--- src/rtl/rr_tdm_pkg.sv ---
// Shared constants, FSM state type and rotating-priority search
// for the round-robin TDM scheduler.
package rr_tdm_pkg;

    localparam int NUM_CH = 4;
    localparam int SEL_W  = 2;

    typedef enum logic [0:0] {
        IDLE  = 1'b0,
        SERVE = 1'b1
    } state_t;

    typedef struct packed {
        logic             found;
        logic [SEL_W-1:0] idx;
    } pick_t;

    // First set request scanning last+1, last+2, ... wrapping mod NUM_CH.
    // Iterating from the farthest offset down lets the nearest one win.
    function automatic pick_t next_rr(
        input logic [NUM_CH-1:0] req,
        input logic [SEL_W-1:0]  last
    );
        pick_t            p;
        logic [SEL_W-1:0] c;
        p.found = 1'b0;
        p.idx   = '0;
        for (int i = NUM_CH; i >= 1; i--) begin
            c = last + SEL_W'(i);
            if (req[c]) begin
                p.found = 1'b1;
                p.idx   = c;
            end
        end
        return p;
    endfunction

endpackage

--- src/rtl/rr_tdm_scheduler_pick.sv ---
// Combinational rotating-priority encoder: picks the next
// requesting channel after 'last'.
module rr_pick
    import rr_tdm_pkg::*;
(
    input  logic [NUM_CH-1:0] req,
    input  logic [SEL_W-1:0]  last,
    output logic [SEL_W-1:0]  idx,
    output logic              found
);

    pick_t p;

    // Search is a pure function of the request vector and pointer.
    always_comb begin
        p     = next_rr(req, last);
        idx   = p.idx;
        found = p.found;
    end

endmodule

--- src/rtl/rr_tdm_scheduler.sv ---
// Round-robin TDM scheduler driving mux/demux select and grant.
// Optional RR_TDM_LOCK_EN adds a 'lock' input that extends a slot.
module rr_tdm_scheduler
    import rr_tdm_pkg::*;
#(
    parameter int SLOT_CYCLES = 8,
    parameter int CNT_W       = 8
) (
    input  logic              clk,
    input  logic              rst,
    input  logic [NUM_CH-1:0] req,
    input  logic [NUM_CH-1:0] data_in,
`ifdef RR_TDM_LOCK_EN
    input  logic              lock,
`endif
    output logic [SEL_W-1:0]  sel,
    output logic [NUM_CH-1:0] grant,
    output logic              busy,
    output logic              slot_done,
    output logic [NUM_CH-1:0] data_out
);

    localparam logic [CNT_W-1:0] LAST_CNT = CNT_W'(SLOT_CYCLES - 1);

    state_t           state_q, state_d;
    logic [SEL_W-1:0] sel_q, sel_d;
    logic [SEL_W-1:0] last_q, last_d;
    logic [CNT_W-1:0] cnt_q, cnt_d;
    logic             done_q, done_d;

    logic [SEL_W-1:0] pick_last;
    logic [SEL_W-1:0] pick_idx;
    logic             pick_found;
    logic             hold;
    logic             at_last;
    logic             slot_end;

    // While serving, the rotation restarts after the current channel,
    // which is exactly what 'last' becomes at the slot end.
    assign pick_last = (state_q == SERVE) ? sel_q : last_q;

    rr_pick u_pick (
        .req   (req),
        .last  (pick_last),
        .idx   (pick_idx),
        .found (pick_found)
    );

`ifdef RR_TDM_LOCK_EN
    assign hold = lock && req[sel_q];
`else
    assign hold = 1'b0;
`endif

    assign at_last  = (cnt_q == LAST_CNT);
    assign slot_end = !req[sel_q] || (at_last && !hold);

    // State, select, pointer, slot counter and done pulse registers.
    always_ff @(posedge clk) begin
        if (rst) begin
            state_q <= IDLE;
            sel_q   <= '0;
            last_q  <= SEL_W'(NUM_CH - 1);
            cnt_q   <= '0;
            done_q  <= 1'b0;
        end else begin
            state_q <= state_d;
            sel_q   <= sel_d;
            last_q  <= last_d;
            cnt_q   <= cnt_d;
            done_q  <= done_d;
        end
    end

    // Next-state: grant on request, rotate or idle at each slot end.
    always_comb begin
        state_d = state_q;
        sel_d   = sel_q;
        last_d  = last_q;
        cnt_d   = cnt_q;
        done_d  = 1'b0;
        unique case (state_q)
            IDLE: begin
                if (pick_found) begin
                    state_d = SERVE;
                    sel_d   = pick_idx;
                    cnt_d   = '0;
                end
            end
            SERVE: begin
                if (slot_end) begin
                    last_d = sel_q;
                    done_d = 1'b1;
                    cnt_d  = '0;
                    if (pick_found) begin
                        sel_d = pick_idx;
                    end else begin
                        state_d = IDLE;
                    end
                end else if (!at_last) begin
                    cnt_d = cnt_q + CNT_W'(1);
                end
            end
        endcase
    end

    // Outputs decode from registered state; the data path has no latency.
    always_comb begin
        busy      = (state_q == SERVE);
        sel       = sel_q;
        slot_done = done_q;
        grant     = busy ? (NUM_CH'(1) << sel_q) : '0;
        data_out  = data_in & grant;
    end

endmodule
--- config.mk ---
export PLATFORM = sky130hd
export DESIGN_NAME = rr_tdm_scheduler
export DESIGN_NICKNAME = d
export VERILOG_FILES = /design/src/rtl/rr_tdm_pkg.sv /design/src/rtl/rr_tdm_scheduler_pick.sv /design/src/rtl/rr_tdm_scheduler.sv
export SDC_FILE = /design/constraint.sdc
export NUM_CORES = 1
export LEC_CHECK = 0
export CORE_ASPECT_RATIO = 0.9
export CORE_MARGIN = 2
export CORE_UTILIZATION = 48
export CTS_CLUSTER_SIZE = 12
export DETAILED_ROUTE_END_ITERATION = 6
export GPL_TIMING_DRIVEN = 0
export PLACE_DENSITY = 0.83
export SETUP_SLACK_MARGIN = 0.3
export SYNTH_ARGS = -nofsm -noshare
export SYNTH_HDL_FRONTEND = slang
export SYNTH_SLANG_ARGS = --single-unit
--- constraint.sdc ---
create_clock -name clk -period 2.2 [get_ports clk]
set_clock_uncertainty 0.2 [all_clocks]
set_input_delay 0.22 -clock clk [delete_from_list [all_inputs] [get_ports clk]]
set_output_delay 0.22 -clock clk [all_outputs]
set_load 0.05 [all_outputs]
==> impl_results.md, run 1 <==
- Area grow syn2layout: 31.4%
- Die Width: 49.6 µm
- #FFs+latches synth: 14
- Largest family of logic cells by synthesized area: simple AND/OR/NAND/NOR gates
- Final Cycle Share: 84.7%
- FFs w/ async S/R, synth: 0%
- Post-synth EDFFs: 0
- Leak: 0.434 nW
- Die area: 2230 µm²
- DRT iter0 DRCs: 22
- Vias in the first global route: 802
- Max Fclk: 537 MHz
- Nets: 145
- Slew at the pin closest to its max-slew limit: 0.494 ns
- TNS Setup: 0 ns
- Netlist cell types: 43
- Overflow after GRT: 0
- Layout cells sized above 1: 27.3%
- Core area: 1720 µm²
- Initial core utilization: 52.3%
- Synth Area in Adders: 1.39%
- Hold-fix buffers, CTS: 0
- Crit path kind: flop to primary output
- TritonCTS clock tree: done
- Commonest non-fill, non-tap cells in the layout: nand2_1, clkdlybuf4s50_1, dfxtp_1, nor2_1, nand3_1
- Worst Hold Class: flop to flop
- Xor-xnor portion of the synthesized cell area: 1.95%
- WP data arrival: 1.44 ns
- Register Area: 284 µm²
- Vias: 902
- Post-synthesis mux area share: 5.72%
- Cell Area, Synth: 897 µm²
- Global-route wire length before repair: 3800 µm
- Final min period: 1.86 ns
- Synth Instances: 108
- RSZ-0062 raised after global routing: true
- Avg WL per Cell: 14.6 µm
- # fillers: 165
- Synth top area share: 31.2%
- Root Buffer: clkbuf_4
- Average size of a mapped cell: 8.31 µm²
- PnR Total Power: 673 µW
- Post-Syn Nets: 119
- CP endpoint kind: primary output
- Initial antenna violation count: 0
- Clk slew on worst S/H paths: 0.08 ns
- Global placer's final weighted congestion: 0.773
- Multi-input gate area: 578 µm²
- Total track usage: 22.6%
- # clock sinks: 14
- Maxcap violations: 0
- M1 WL: 967 µm
- Met2 Wirelength: 1160 µm
- Die Ht: 45.0 µm
- Setup violators final: 0
- H-tree levels: 1
- Routed wire length on met3: 137 µm
- Clock latency at the later pin of the worst-skew pair: 0.28 ns
- PwrDens: 571 nW/µm²
- VDD IR max: 0.394 mV
- Synth area leader: dfxtp_1
- Pin count of the biggest net entering global routing: 11
- Status: finished, final reports clean
- Critical path startpoint category: flop
- Port buffer count: 21
- Total CTS buffers: 3
- Post-route ant nets: 0
- Final Hold Fails: 0
- Sequential area share after synthesis: 31.2%
- Post-DP HPWL: 1790 µm
- # diodes: 0
- Synth Flop Type: dfxtp_1
- DRT Pass-1 Iters: 4
- Synth Area in Simple Gates: 32.1%
- Synth Area in Compound Gates: 20.1%
- Required @ worst endpoint: 1.78 ns
- Vias per cell: 5.78
- Dominant cells by area after synthesis: dfxtp_1, nand2_1, nor2_1
- Final Max Tran Viols: 0
- Final Hold Slack: 0.292 ns
- Top Ports: 22
- YS warnings: 0
- DR top layer: met4
- Row count: 14
- Drt drc: 0
- Max Fanout on Critical Path: 8
- Max Buffers Root-to-Sink: 2
- Relative max-transition margin: 67.0%
- Routed WL: 2280 µm
[logic make-up after synthesis]
| logic type | count (synthesis) |
|---|---|
| muxes | 5 |
| AOI/OAI and AO/OA | 21 |
| adders and majority gates | 1 |
| DFF | 14 |
| and+or+nand+nor | 54 |
| xor gates and xnor gates | 2 |
| buffers and inverters | 11 |
[path summary, 6_finish.rpt]
kind	start	end	slack [ns]	depth (start not counted)
worst max-delay path	sel[1]$_SDFFE_PP0P_	data_out[1]	0.34	5
worst min-delay path	cnt_q[0]$_SDFFE_PP0P_	cnt_q[0]$_SDFFE_PP0P_	0.29	2
worst max register to register	busy$_SDFF_PP0_	cnt_q[4]$_SDFFE_PP0P_	0.47	6
worst min register to register	cnt_q[0]$_SDFFE_PP0P_	cnt_q[0]$_SDFFE_PP0P_	0.29	2
[synth_stat cells, types with 2 or more instances]
cell type / n
a21oi_1: 2
a21oi_2: 2
and2_1: 4
buf_6: 3
dfxtp_1: 14
inv_1: 6
mux2i_1: 4
nand2_1: 12
nand2b_1: 3
nand3_1: 6
nand3b_1: 2
nand4_1: 3
nor2_1: 11
nor4_1: 4
o21a_1: 2
o21ai_0: 2
xor2_1: 2
[cell type report]
type | count | area share (%)
Buffer | 5 | 3.82
Timing Repair Buffer | 21 | 16.3
Multi-Input combinational cell | 83 | 49.0
Inverter | 6 | 2.23
Clock buffer | 3 | 1.91
Sequential cell | 14 | 24.1
Tap cell | 24 | 2.55
[critical path: stages, from the launching register on]
cell	delay [ns]
dfxtp_2	0.34
buf_6	0.13
nand3b_1	0.21
clkinvlp_4	0.13
and2_4	0.16
buf_4	0.18
[metal layers]
layer  track usage (%)  up-vias
li1                  -      443
met1              28.8      428
met2              40.0       29
met3              4.64        2
met4              5.00        0
met5                 0        -
[per-stage QoR]
stage,instance area (µm²),worst slack (ns),cells,util [%]
CTS,1170,0.259,156,68.0
global route,1180,0.254,156,68.7
finish,1180,0.336,156,68.7
floorplan,927,0.320,108,-
global placement,1170,0.0717,153,68.0
detailed placement,1170,0.0131,153,68.0
[power by group]
group	leakage (nW)	total (mW)	switching (mW)	internal, mW
clock	0.0138	0.143	0.0797	0.0636
sequential	0.115	0.285	0.0153	0.270
combinational	0.305	0.245	0.148	0.0970
[timing repair]
item / in CTS / in global routing
resized for setup: 35 / 4
setup buffers: 0 / 0
setup endpoints to repair: 9 / 4
[registers in the layout (all words and copies together), names as in the netlist]
register and cells:
cnt_q 8, last_q 2, sel 2, busy 1, slot_done 1
Note: power is estimated with default switching activity, not from simulation.
==> run 2, diff against run 1 <==
--- a/config.mk
+++ b/config.mk
@@ -7,11 +7,11 @@
 export LEC_CHECK = 0
 export CORE_ASPECT_RATIO = 0.9
 export CORE_MARGIN = 2
-export CORE_UTILIZATION = 48
+export CORE_UTILIZATION = 43
 export CTS_CLUSTER_SIZE = 12
 export DETAILED_ROUTE_END_ITERATION = 6
 export GPL_TIMING_DRIVEN = 0
-export PLACE_DENSITY = 0.83
+export PLACE_DENSITY = 0.79
 export SETUP_SLACK_MARGIN = 0.3
 export SYNTH_ARGS = -nofsm -noshare
 export SYNTH_HDL_FRONTEND = slang
==> constraint.sdc (replaced) <==
create_clock -name clk -period 1.7 [get_ports clk]
set_clock_uncertainty 0.2 [all_clocks]
set_input_delay 0.17 -clock clk [delete_from_list [all_inputs] [get_ports clk]]
set_output_delay 0.17 -clock clk [all_outputs]
set_load 0.05 [all_outputs]
==> run 2 against run 1 <==
  * The run now ends with negative setup slack left
  * Highest routed layer unchanged
  * Register-to-register slack worse by 0.46 ns
  * Hold slack lost 0.17 ns
  * Utilization rose by 4.3 points
  * Critical path depth did not move
  * Via count rose by 8.0%
  * Combinational power rose by 58%
  * Non-clock buffer count increased by 12
  * Critical path type unchanged
  * Flip-flop and latch count did not move
  * First-iteration DRC count shrank 32%
  * Wire length increased by 4.4%
==> impl_results.md, run 2 (synthesis results as in run 1) <==
- Multi-input gate area: 654 µm²
- Final Cycle Share: 101%
- Placed instance area: 1190 µm²
- Post-route ant nets: 0
- Register name with the most flops: cnt_q
- Vias per cell: 5.73
- Max Fanout on Critical Path: 7
- Vias in the first global route: 846
- Final Hold Slack: 0.120 ns
- R2r startpoint: cnt_q[6]$_SDFFE_PP0P_
- DRT iter0 DRCs: 15
- Commonest non-fill, non-tap cells in the layout: nand2_1, buf_4, dfxtp_1, nor2_1, buf_8
- Initial core utilization: 46.0%
- Root Buffer: clkbuf_4
- Global placer's final weighted congestion: 0.900
- # diodes: 0
- Crit path kind: flop to primary output
- RSZ-0062 raised after global routing: true
- Critical path startpoint category: flop
- TritonCTS clock tree: done
- WP data arrival: 1.34 ns
- Routed WL: 2380 µm
- CP endpoint kind: primary output
- Global-route wire length before repair: 3680 µm
- Die Ht: 47.3 µm
- Maxcap violations: 0
- Clock latency at the later pin of the worst-skew pair: 0.29 ns
- M1 WL: 1020 µm
- Worst Hold Class: input port to flop
- VDD IR max: 0.614 mV
- DRT Pass-1 Iters: 4
- Slew at the pin closest to its max-slew limit: 0.478 ns
- Max reg flops: 8
- Final setup margin: -0.0108 ns
- Total track usage: 20.2%
- Die area: 2470 µm²
- Final Max Tran Viols: 0
- Leak: 0.557 nW
- Status: finished, violations left
- Critical path origin: sel[1]$_SDFFE_PP0P_
- Vias: 974
- Hold-fix buffers, CTS: 0
- TNS Setup: -0.0108 ns
- Max Buffers Root-to-Sink: 2
- # fillers: 161
- Met2 Wirelength: 1210 µm
- Total CTS buffers: 3
- Setup violators final: 1
- Overflow after GRT: 0
- DR top layer: met4
- Post-DP HPWL: 1550 µm
- # clock sinks: 14
- Avg WL per Cell: 14.0 µm
- Failing checks: negative setup slack
- Core area: 1950 µm²
- Nets: 157
- Register Area: 297 µm²
- Final min period: 1.71 ns
- Relative max-transition margin: 68.2%
- PnR Total Power: 1000 µW
- Max Fclk: 585 MHz
- Clk slew on worst S/H paths: 0.09 ns
- Row count: 15
- Commonest non-fill, non-tap cell in the layout: nand2_1
- Place WS: -0.375 ns
- Pin count of the biggest net entering global routing: 11
- Layout cells sized above 1: 46.9%
- PwrDens: 702 nW/µm²
- Die Width: 52.1 µm
- Port buffer count: 21
- Final Hold Fails: 0
- Initial antenna violation count: 0
- H-tree levels: 1
- Required @ worst endpoint: 1.33 ns
- Fin area: 1420 µm²
- Top Ports: 22
- Hold_sp: req[1]
- Area grow syn2layout: 58.7%
- Routed wire length on met3: 118 µm
- Drt drc: 0
==> run 2: changes by cell type in the layout (fill, tap and decap cells not counted), sizes merged <==
| cell | delta |
|---|---|
| clkdlybuf4s50 | -7 |
| dlygate4sd2 | +2 |
| dlymetal6s2s | +1 |
| buf | +17 |
==> run 2: power breakdown <==
part           internal (mW)  switching (mW)
combinational          0.175           0.211
clock                  0.131           0.114
sequential             0.348          0.0222
total                  0.653           0.347
==> run 2: path summary, 6_finish.rpt <==
| kind | to | slack (ns) | cells past startpoint |
|---|---|---|---|
| min | busy$_SDFF_PP0_ | 0.12 | 3 |
| min reg2reg | cnt_q[7]$_SDFFE_PP0P_ | 0.30 | 2 |
| max | data_out[1] | -0.01 | 5 |
| max reg2reg | sel[0]$_SDFFE_PP0P_ | 0.01 | 5 |
==> run 2: layout make-up <==
cell class / instances / share of cell area (%)
buffer: 5 / 3.69
clock buffer: 4 / 2.55
inverter: 6 / 2.02
multi-input combinational: 83 / 46.0
sequential: 14 / 20.8
tap: 25 / 2.20
timing repair buffer: 33 / 22.8
==> run 2: layer usage <==
layer  up-vias  GRT usage [%]
met1       469           23.7
met5         -              0
met2        28           37.7
met4         0           7.69
met3         6           3.18
li1        471              -
==> run 2: per-stage QoR <==
step / utilization [%] / std cells
floorplan: - / 108
global placement: 61.0 / 154
detailed placement: 61.0 / 154
CTS: 69.4 / 165
global route: 72.9 / 170
finish: 72.9 / 170
==> run 2: repair_timing <==
item,in CTS,in global routing
pin swaps,7,8
cloned,1,1
gates resized for setup,90,13
setup endpoints to repair,25,22
setup buffers,6,4
==> run 2: worst max-delay path: stages (launching register included) <==
cell	delay, ns
dfxtp_4	0.35
buf_6	0.13
nand3b_1	0.21
clkinvlp_4	0.10
and2_4	0.13
buf_8	0.13
